$ cat config.mk
export PLATFORM = sky130hd
export DESIGN_NAME = param_regfile
export DESIGN_NICKNAME = d
export VERILOG_FILES = /design/src/rtl/regfile_pkg.sv /design/src/rtl/regfile_scoreboard.sv /design/src/rtl/param_regfile.sv
export SDC_FILE = /design/constraint.sdc
export NUM_CORES = 2
export LEC_CHECK = 0
export ABC_AREA = 1
export CAP_MARGIN = 25
export CORE_MARGIN = 3
export CORE_UTILIZATION = 27
export DETAILED_ROUTE_END_ITERATION = 8
export SETUP_SLACK_MARGIN = 0.05
export SLEW_MARGIN = 20
export SYNTH_ARGS = -nofsm -noshare
export SYNTH_HDL_FRONTEND = slang
export SYNTH_HIERARCHICAL = 1
export SYNTH_SLANG_ARGS = --single-unit
$ cat constraint.sdc
create_clock -name clk -period 4.8 [get_ports clk]
set_clock_uncertainty 0.15 [all_clocks]
set_input_delay 0.96 -clock clk [delete_from_list [all_inputs] [get_ports clk]]
set_output_delay 0.96 -clock clk [all_outputs]
set_load 0.01 [all_outputs]
$ cat src/rtl/regfile_pkg.sv
// Package for the parametrised register file.
// Holds the default geometry of the register file and the address of the
// hard-wired zero register, shared by the top level and the scoreboard.
package regfile_pkg;

  localparam int DEF_DATA_W = 32;
  localparam int DEF_ADDR_W = 5;
  localparam int DEF_NUM_RD = 2;

  // Register hard-wired to zero when ZERO_REG is enabled.
  localparam int ZERO_ADDR  = 0;

endpackage

$ cat src/rtl/regfile_scoreboard.sv
// Pending-write scoreboard for the register file.
// One pending bit per register. ID sets a bit when it issues an instruction
// that will write that register; WB clears it when the result is written;
// a pipeline flush clears every bit.
//
// Ports:
//   clk, rst_n        clock, asynchronous active-low reset
//   issue_en_i        ID issues an instruction writing issue_addr_i
//   issue_addr_i      destination of the issuing instruction
//   wr_en_i           WB write strobe
//   wr_addr_i         WB destination register
//   flush_i           pipeline redirect, clears all pending bits
//   rd_addr_i         packed read addresses, port k at [k*ADDR_W +: ADDR_W]
//   busy_raw_o        pending bit of each port's register (no bypass masking)
//   issue_conflict_o  registered pulse: last issue hit an already-pending reg
//   busy_count_o      registered popcount of the pending bits
module regfile_scoreboard
  import regfile_pkg::*;
#(
  parameter int ADDR_W   = DEF_ADDR_W,
  parameter int NUM_RD   = DEF_NUM_RD,
  parameter bit ZERO_REG = 1'b1
) (
  input  logic                     clk,
  input  logic                     rst_n,
  input  logic                     issue_en_i,
  input  logic [ADDR_W-1:0]        issue_addr_i,
  input  logic                     wr_en_i,
  input  logic [ADDR_W-1:0]        wr_addr_i,
  input  logic                     flush_i,
  input  logic [NUM_RD*ADDR_W-1:0] rd_addr_i,
  output logic [NUM_RD-1:0]        busy_raw_o,
  output logic                     issue_conflict_o,
  output logic [ADDR_W:0]          busy_count_o
);

  localparam int DEPTH = 1 << ADDR_W;

  logic [DEPTH-1:0] pend_q, pend_d;
  logic             conflict_q, conflict_d;
  logic [ADDR_W:0]  count_q, count_d;
  logic             issue_ok;
  logic             wr_same;

  always_comb begin
    // Issues during a flush, or to the zero register, have no effect at all.
    issue_ok = issue_en_i && !flush_i &&
               !(ZERO_REG && (issue_addr_i == ADDR_W'(ZERO_ADDR)));
    wr_same  = wr_en_i && (wr_addr_i == issue_addr_i);

    // Priority: flush > issue set > write clear > hold. Applying the write
    // clear before the issue set lets the issue win on the same register.
    pend_d = pend_q;
    if (flush_i) begin
      pend_d = '0;
    end else begin
      if (wr_en_i)  pend_d[wr_addr_i]    = 1'b0;
      if (issue_ok) pend_d[issue_addr_i] = 1'b1;
    end

    // WAW: re-issuing a register whose earlier result is not being written now.
    conflict_d = issue_ok && pend_q[issue_addr_i] && !wr_same;

    // Count is taken from the next state so it is registered in the same
    // edge as the bits it describes.
    count_d = '0;
    for (int r = 0; r < DEPTH; r++) begin
      count_d = count_d + {{ADDR_W{1'b0}}, pend_d[r]};
    end
  end

  always_ff @(posedge clk or negedge rst_n) begin
    if (!rst_n) begin
      pend_q     <= '0;
      conflict_q <= 1'b0;
      count_q    <= '0;
    end else begin
      pend_q     <= pend_d;
      conflict_q <= conflict_d;
      count_q    <= count_d;
    end
  end

  for (genvar k = 0; k < NUM_RD; k++) begin : g_busy
    assign busy_raw_o[k] = pend_q[rd_addr_i[k*ADDR_W +: ADDR_W]];
  end

  assign issue_conflict_o = conflict_q;
  assign busy_count_o     = count_q;

endmodule

$ cat src/rtl/param_regfile.sv
// Parametrised general-purpose register file for the pipelined MIPS core.
// Configurable number of combinational read ports, optional same-cycle
// write-to-read bypass, optional hard-wired zero register, and a pending-write
// scoreboard used by decode for RAW/WAW hazard detection.
//
// Ports:
//   clk, rst_n      clock, asynchronous active-low reset
//   wr_en/addr/data WB write port
//   rd_addr         packed read addresses, port k at [k*ADDR_W +: ADDR_W]
//   rd_data         packed read data, port k at [k*DATA_W +: DATA_W]
//   rd_busy         port k's register has a write outstanding
//   issue_en/addr   ID issue of an instruction writing issue_addr
//   flush           pipeline redirect, clears all pending bits
//   issue_conflict  registered WAW pulse
//   busy_count      registered count of pending registers
module param_regfile
  import regfile_pkg::*;
#(
  parameter int DATA_W   = DEF_DATA_W,
  parameter int ADDR_W   = DEF_ADDR_W,
  parameter int NUM_RD   = DEF_NUM_RD,
  parameter bit BYPASS   = 1'b1,
  parameter bit ZERO_REG = 1'b1
) (
  input  logic                     clk,
  input  logic                     rst_n,
  input  logic                     wr_en,
  input  logic [ADDR_W-1:0]        wr_addr,
  input  logic [DATA_W-1:0]        wr_data,
  input  logic [NUM_RD*ADDR_W-1:0] rd_addr,
  output logic [NUM_RD*DATA_W-1:0] rd_data,
  output logic [NUM_RD-1:0]        rd_busy,
  input  logic                     issue_en,
  input  logic [ADDR_W-1:0]        issue_addr,
  input  logic                     flush,
  output logic                     issue_conflict,
  output logic [ADDR_W:0]          busy_count
);

  localparam int DEPTH = 1 << ADDR_W;

  logic [DATA_W-1:0] mem_q [DEPTH];
  logic              wr_ok;
  logic [NUM_RD-1:0] busy_raw;

  // Writes to the hard-wired zero register are dropped.
  assign wr_ok = wr_en && !(ZERO_REG && (wr_addr == ADDR_W'(ZERO_ADDR)));

  always_ff @(posedge clk or negedge rst_n) begin
    if (!rst_n) begin
      for (int i = 0; i < DEPTH; i++) begin
        mem_q[i] <= '0;
      end
    end else if (wr_ok) begin
      mem_q[wr_addr] <= wr_data;
    end
  end

  regfile_scoreboard #(
    .ADDR_W   (ADDR_W),
    .NUM_RD   (NUM_RD),
    .ZERO_REG (ZERO_REG)
  ) u_sb (
    .clk              (clk),
    .rst_n            (rst_n),
    .issue_en_i       (issue_en),
    .issue_addr_i     (issue_addr),
    .wr_en_i          (wr_en),
    .wr_addr_i        (wr_addr),
    .flush_i          (flush),
    .rd_addr_i        (rd_addr),
    .busy_raw_o       (busy_raw),
    .issue_conflict_o (issue_conflict),
    .busy_count_o     (busy_count)
  );

  for (genvar k = 0; k < NUM_RD; k++) begin : g_rd
    logic [ADDR_W-1:0] a;
    logic              is_zero;
    logic              hit;

    assign a       = rd_addr[k*ADDR_W +: ADDR_W];
    assign is_zero = ZERO_REG && (a == ADDR_W'(ZERO_ADDR));
    // A forwarded read already sees the value being written, so it is not busy.
    assign hit     = BYPASS && wr_en && (wr_addr == a);

    assign rd_data[k*DATA_W +: DATA_W] = is_zero ? '0 :
                                         hit     ? wr_data : mem_q[a];
    assign rd_busy[k] = !is_zero && !hit && busy_raw[k];
  end

endmodule

======== Yosys cells after proc, flatten, opt, wreduce, memory -nomap -nowiden ========
Index checks and enable logic that the tools add are counted.
storage, ports and cells
  memories kept ........................... 0
  RAM bits ................................ 0
  register bits ........................... 1063
  logic and storage cells ................. 139
  memory bits (read-only) ................. 0
  bits of input ports ..................... 57
  bits in latches ......................... 0
cells by class
  bitwise logic cells ..................... 6
  multiplexer cells ....................... 27
  shift operators ......................... 0
  equality and inequality tests ........... 3
  $mul .................................... 0
  $add $sub $neg .......................... 31
  div/mod/pow operators ................... 0
  magnitude comparators ................... 10
  reductions and logical operators ........ 27
operator list
  operator                                                     number
  bitwise mux 1024 bit                                         1
  2-to-1 mux 32 bit                                            13
  binary-select mux 32 bit (select 5 bit)                      2
  adder 6 x 1 -> 6 bit                                         30
  demux 32 bit (select 5 bit)                                  1
  bitwise AND 32 bit                                           1
  inverter 32 bit                                              1
  bitwise OR 32 bit                                            1
  less-than comparator 5 x 6 -> 1 bit (second input constant)  4
  logical NOT 5 bit                                            4
  >= comparator 6 bit (second input constant)                  3
  inverter 5 -> 6 bit                                          3
  binary-select mux 1 bit (select 5 bit)                       3
  equality test 5 bit                                          3
  logical AND 1 bit                                            15
  demux 1 bit (select 5 bit)                                   2
  >= comparator 5 x 1 -> 1 bit (second input constant)         2
  logical NOT 1 bit                                            8
  less-than comparator 6 x 1 -> 1 bit (second input constant)  1
  2-to-1 mux 1 bit                                             5
  adder 1 x 1 -> 2 bit                                         1

======== Depth between registers and ports, before layout ========
  word-level depth ........................ 42
  gate-level depth with buffers ........... 26

======== Hierarchy ========
The synthesis kept the hierarchy.
by module, submodules not included
  module              area each (um2)  cells an instance  times used  sequential area each (um2)
  param_regfile       58423.5          8491               1           25624.6
  regfile_scoreboard  3517.1           538                1           975.9

======== Least setup slack after synthesis ========
No wires, ideal clock.
  path type ............................... input to register
  start point ............................. input port issue_addr[1]
  end point ............................... register u_sb.count_q[4] (netlist: u_sb/busy_count_o[4])
  cell stages on the path ................. 21
  arrival time ............................ 5.854 ns
  buffers on the path ..................... 1
  path slack .............................. -1.332 ns
  cells stage by stage .................... buf_2 nand2_1 nor2_1 nand2_1 a21oi_1 inv_1 fa_1 fa_1 inv_1 fa_1 inv_1 fa_1 fa_1 inv_1 fa_1 fa_1 inv_1 fa_1 o21ai_0 a21oi_1 xor2_1
between the ends
  elaborated cells on any way between the ends .. 42
  those cells by class .................... 31 x add/sub; 2 x order compare; 4 x mux; 1 x bitwise; 4 x reduce/logical
RTL lines
  element                                                                                                    line                      source
  start: declaration                                                                                         param_regfile.sv:34       input logic [ADDR_W-1:0] issue_addr,
  less-than comparator 5 x 6 -> 1 bit (implied by the code) or >= comparator 5 x 1 -> 1 bit (tied branches)  regfile_scoreboard.sv:58  if (issue_ok) pend_d[issue_addr_i] = 1'b1;
  logical AND 1 bit (implied by the code)                                                                    regfile_scoreboard.sv:58
  2-to-1 mux 1 bit (implied by the code)                                                                     regfile_scoreboard.sv:58
  demux 1 bit (select 5 bit)                                                                                 --
  bitwise OR 32 bit (no source line)                                                                         --
  2-to-1 mux 32 bit *                                                                                        regfile_scoreboard.sv:58
  2-to-1 mux 32 bit *                                                                                        regfile_scoreboard.sv:54  if (flush_i) begin
  via u_sb.pend_d[27]                                                                                        regfile_scoreboard.sv:39  logic [DEPTH-1:0] pend_q, pend_d;
  adder 6 x 1 -> 6 bit * (5 in series)                                                                       regfile_scoreboard.sv:68  count_d = count_d + {{ADDR_W{1'b0}}, pend_d[r]};
  via u_sb.count_d[4]                                                                                        regfile_scoreboard.sv:41  logic [ADDR_W:0] count_q, count_d;
  end signal: assignment                                                                                     regfile_scoreboard.sv:80  count_q <= count_d;
  end: declaration                                                                                           regfile_scoreboard.sv:41
Mark *: on every way through the listed nets, which the timed path passes. The rest lies on a longest branch.
A chain may end at the register's enable or synchronous reset.

======== Worst setup path after layout ========
  start point ............................. input port issue_addr[3]
  end point ............................... register u_sb.count_q[5] (netlist: u_sb/busy_count_o[5])
between the ends
  elaborated cells on any way between the ends .. 42
  those cells by class .................... 31 x add/sub; 2 x order compare; 4 x mux; 1 x bitwise; 4 x reduce/logical
RTL lines
  element                                                                                                    line
  less-than comparator 5 x 6 -> 1 bit (implied by the code) or >= comparator 5 x 1 -> 1 bit (tied branches)  regfile_scoreboard.sv:58
  logical AND 1 bit (implied by the code)                                                                    regfile_scoreboard.sv:58
  2-to-1 mux 1 bit (implied by the code)                                                                     regfile_scoreboard.sv:58
  demux 1 bit (select 5 bit)                                                                                 --
  bitwise OR 32 bit (no source line)                                                                         --
  2-to-1 mux 32 bit *                                                                                        regfile_scoreboard.sv:58
  2-to-1 mux 32 bit *                                                                                        regfile_scoreboard.sv:54
  via u_sb.pend_d[19]                                                                                        regfile_scoreboard.sv:39
  adder 6 x 1 -> 6 bit * (13 in series)                                                                      regfile_scoreboard.sv:68
  via u_sb.count_d[5]                                                                                        regfile_scoreboard.sv:41
Marked as above.

==> key figures <==
Flow run
  – Max-Cap Viols: 0

Clocking
  – Clk slew on worst S/H paths: roughly 0.060 ns
  – CTS buffer count: between 100 and 150
  – Worst-Skew Late Latency: 0.74 ns
  – H-tree depth: 3
  – Clk buf depth: 3
  – CTS tree: done
  – Root Driver: clkbuf_16
  – Sink Count: between 1000 and 1500

Final layout
  – Core Util, Final: between 30% and 40%
  – Nets: roughly 9000
  – Share of cells above drive strength 1: a little under 9%
  – Syn-to-layout area delta: 17.1%
  – Non-Filler Instances: 12015

Timing
  – Final setup margin: -0.704 ns
  – Setup violations, final: 6
  – Worst Tran Pin Value: around 1.1 ns
  – Fin. max-slew vios: 0
  – Max Freq: 0.182 GHz
  – Hold_ws: about 0.22 ns
  – Period utilisation layout: 115%
  – RSZ-0062 raised after global routing: true
  – Slew HR: approximately 30%
  – Min Tclk post-route: about 5.5 ns
  – Final Hold Fails: 0

Min path
  – Hold depth: 0
  – Hold endpoint: mem_q[1021]$_DFFE_PN0P_
  – Hold crit path type: reg -> reg
  – Worst hold start: mem_q[1021]$_DFFE_PN0P_

Drt
  – Drt wl/cell: between 20 and 25 um
  – Drc violations: 0
  – Vias: 61033
  – DR iter-0 viols: 7221
  – DR vias/cell: about 5.1
  – Antenna Violating Nets Remaining: 0
  – DRT Pass-1 Iters: 6
  – WL final: 249000 um

Global routing
  – GRT overflow: 0
  – Initial antenna violation count: 11
  – First-pass GRT wire length: roughly 380000 um
  – Vias in the first global route: 56990
  – Largest net degree at the start of global routing: 122
  – GRT Overall Usage: 20.7%

Floorplan
  – Die area: 0.235 mm2
  – Die height: a little under 500 um
  – Total I/O pin count: 130
  – Placeable Area: between 0.2 and 0.25 mm2
  – Die width: between 400 and 500 um
  – Rows: about 180
  – Starting Density: between 20% and 30%

Pwr
  – P_leak: around 34 nW
  – Tot Pwr: ~27 mW
  – Peak VDD IR: between 0.0002 and 0.0003 V
  – PD cells: 371 mW/mm2

Worst setup path
  – Worst path slowest cell: fa_1
  – Internal reg-to-reg setup slack: -0.33 ns
  – Type of origin of the critical path: primary input
  – CP required: approximately 5.3 ns
  – Max incr delay on CP: roughly 0.53 ns
  – Top cell by count, worst path: fa_1
  – Top delay family on crit path: adder cells
  – Worst-path fanout max: 4
  – Arr. time, crit path: 5.98 ns
  – Critical Path Sink Type: flop
  – FF-to-FF End: u_sb/busy_count_o[5]$_DFF_PN0_
  – Reg2reg path depth: 21
  – CP Cell Sequence: buf_2, buf_6, nor3_4, nand2_1, a21oi_2, inv_2, fa_1, fa_1, inv_2, fa_1, inv_2, fa_1, fa_1, inv_2, fa_1, fa_2, buf_4, buf_4, a21oi_2, nor2_1, nor2_1, nor2_1, nor2_1, nor2_1
  – RR Startpoint: u_sb/pend_q[19]$_DFF_PN0_
  – CP bufs+invs: 8
  – Worst Setup Path Type: in -> reg

Yosys
  – Syn_nets: 9118
  – Post-synth EDFFs: 0
  – Synth warnings: 6
  – Most frequent cells after synthesis: nand2_1, o21ai_0, nand3_1
  – Post-Synthesis Cells: 9029
  – Yosys top cell area share: a little over two fifths
  – Syn avg cell area: between 6 and 7 um2
  – Area leader, netlist: dfrtp_1
  – Post-synthesis mux area share: 0%
  – Post-Synth Adder-Cell Area: less than 1%
  – Post-Synth XOR/XNOR Area: 0.0707%
  – Largest family of logic cells by synthesized area: simple AND/OR/NAND/NOR gates
  – Simple-Gate Fraction of Synth Area: 29.7%
  – Async set or reset register ratio after synthesis: 100%
  – Most area-consuming cells after synthesis: dfrtp_1, nand2_1, o21ai_0
  – Yosys reg bits: between 1000 and 1500
  – Main synth FF type: dfrtp_1
  – Synth Area in Compound Gates: 16.6%
  – Post-Syn Area: approximately 0.062 mm2
  – Most common cell in the netlist: nand2_1
  – Sequential element share of the synthesized area: between 40% and 50%
  – Post-synthesis cell type count: 28

Outcome
  – Status: complete, but fails checks
  – Failing checks: negative setup slack

Place
  – PortBufs: roughly 130
  – Inst Count DP: 11764
  – Detailed placement HPWL: about 150000 um
  – Post-placement setup slack: -1.93 ns
  – Final GP Congestion: between 0.8 and 0.9
per-layer routing:
layer,GRT usage [%],share of wire [%]
met3,3.37,8.3
met4,8.58,4.3
met1,27.8,42
met5,0,0.0044
met2,32.9,45
where the power goes:
group | total [mW] | switching (mW) | internal (mW)
Clock | 9.68 | 4.09 | 5.59
Combinational | 5.62 | 3.53 | 2.09
Sequential | 11.6 | 1.04 | 10.6
per-stage QoR:
stage	TNS, ns	instance area, um2
global route	-4.32	72500
detailed placement	-10.28	68100
floorplan	-4.89	62000
CTS	-3.10	72500
finish	-3.29	72500
global placement	-10.75	68100
layout by cell type, fill, tap and decap left out, types with 7 or more instances in the layout:
cell and count:
o21ai_1 46, dfrtp_1 1063, o22ai_1 7, nor2_1 355, nand2_1 2769, a21oi_2 13, clkbuf_16 120, inv_2 20
nor2_4 9, fa_1 21, buf_6 8, ha_1 8, diode_2 7, nand2_4 27, clkinv_2 33, buf_2 8
buf_4 272, o211ai_1 196, buf_12 96, nand3_2 7, clkdlybuf4s50_1 105, or2_2 68, bufinv_16 11, inv_1 774
o21ai_0 1377, a21oi_1 308, clkbuf_1 21, clkbuf_8 26, nor3_2 12, nand3_1 1153
worst register-to-register path, stage by stage (launching register included):
cell	delay [ns]
dfrtp_1	0.36
o21ai_1	0.09
a21oi_2	0.20
inv_2	0.06
fa_1	0.50
fa_1	0.53
inv_2	0.04
fa_1	0.49
inv_2	0.04
fa_1	0.46
fa_1	0.51
inv_2	0.04
fa_1	0.45
fa_2	0.37
buf_4	0.15
buf_4	0.12
a21oi_2	0.13
nor2_1	0.06
nor2_1	0.09
nor2_1	0.06
nor2_1	0.08
nor2_1	0.05
cell families (layout without fill, tap and decap cells):
family,Yosys count,after routing
buffers and inverters,1555,1525
flip-flops,1063,1063
XOR/XNOR,5,5
other,0,7
adder cells (fa/ha/maj),32,32
AO/OA/AOI/OAI,1951,1951
AND/OR/NAND/NOR,4423,4423
cell type report:
| class | count | area (um2) |
|---|---|---|
| Clock inverter | 55 | 654 |
| Clock buffer | 167 | 3440 |
| Timing Repair Buffer | 498 | 5260 |
| Inverter | 805 | 3060 |
| Tap cell | 3009 | 3760 |
| Antenna cell | 7 | 17.5 |
| Sequential cell | 1063 | 26600 |
| Fill cell | 24566 | 155000 |
| Multi-Input combinational cell | 6411 | 29700 |
how the worst max path moves through the flow:
stage / from / endpoint / slack [ns] / cells past startpoint
floorplan: issue_addr[4] / u_sb/busy_count_o[4]$_DFF_PN0_ / -1.06 / 20
CTS: issue_addr[4] / u_sb/busy_count_o[4]$_DFF_PN0_ / -0.67 / 19
global route: issue_addr[3] / u_sb/busy_count_o[5]$_DFF_PN0_ / -0.90 / 24
global placement: wr_en / u_sb/busy_count_o[4]$_DFF_PN0_ / -1.99 / 19
detailed placement: wr_en / u_sb/busy_count_o[4]$_DFF_PN0_ / -1.93 / 19
finish: issue_addr[3] / u_sb/busy_count_o[5]$_DFF_PN0_ / -0.70 / 24
registers in the layout, summed over array words and instances, names as in the netlist:
name and flops:
u_sb/pend_q 32, u_sb/issue_conflict_o 1, u_sb/busy_count_o 6, mem_q 1024
what timing repair did:
item / 4_1_cts / 5_1_grt
setup endpoints to repair: 10 / 6
resized for setup: 108 / 14
hold buffers: 1 / 0
hold endpoints to repair: 24 / 0
setup buffers: 16 / 5
cloned: 0 / 0
pin swaps: 27 / 22
Note: power is estimated with default switching activity, not from simulation.
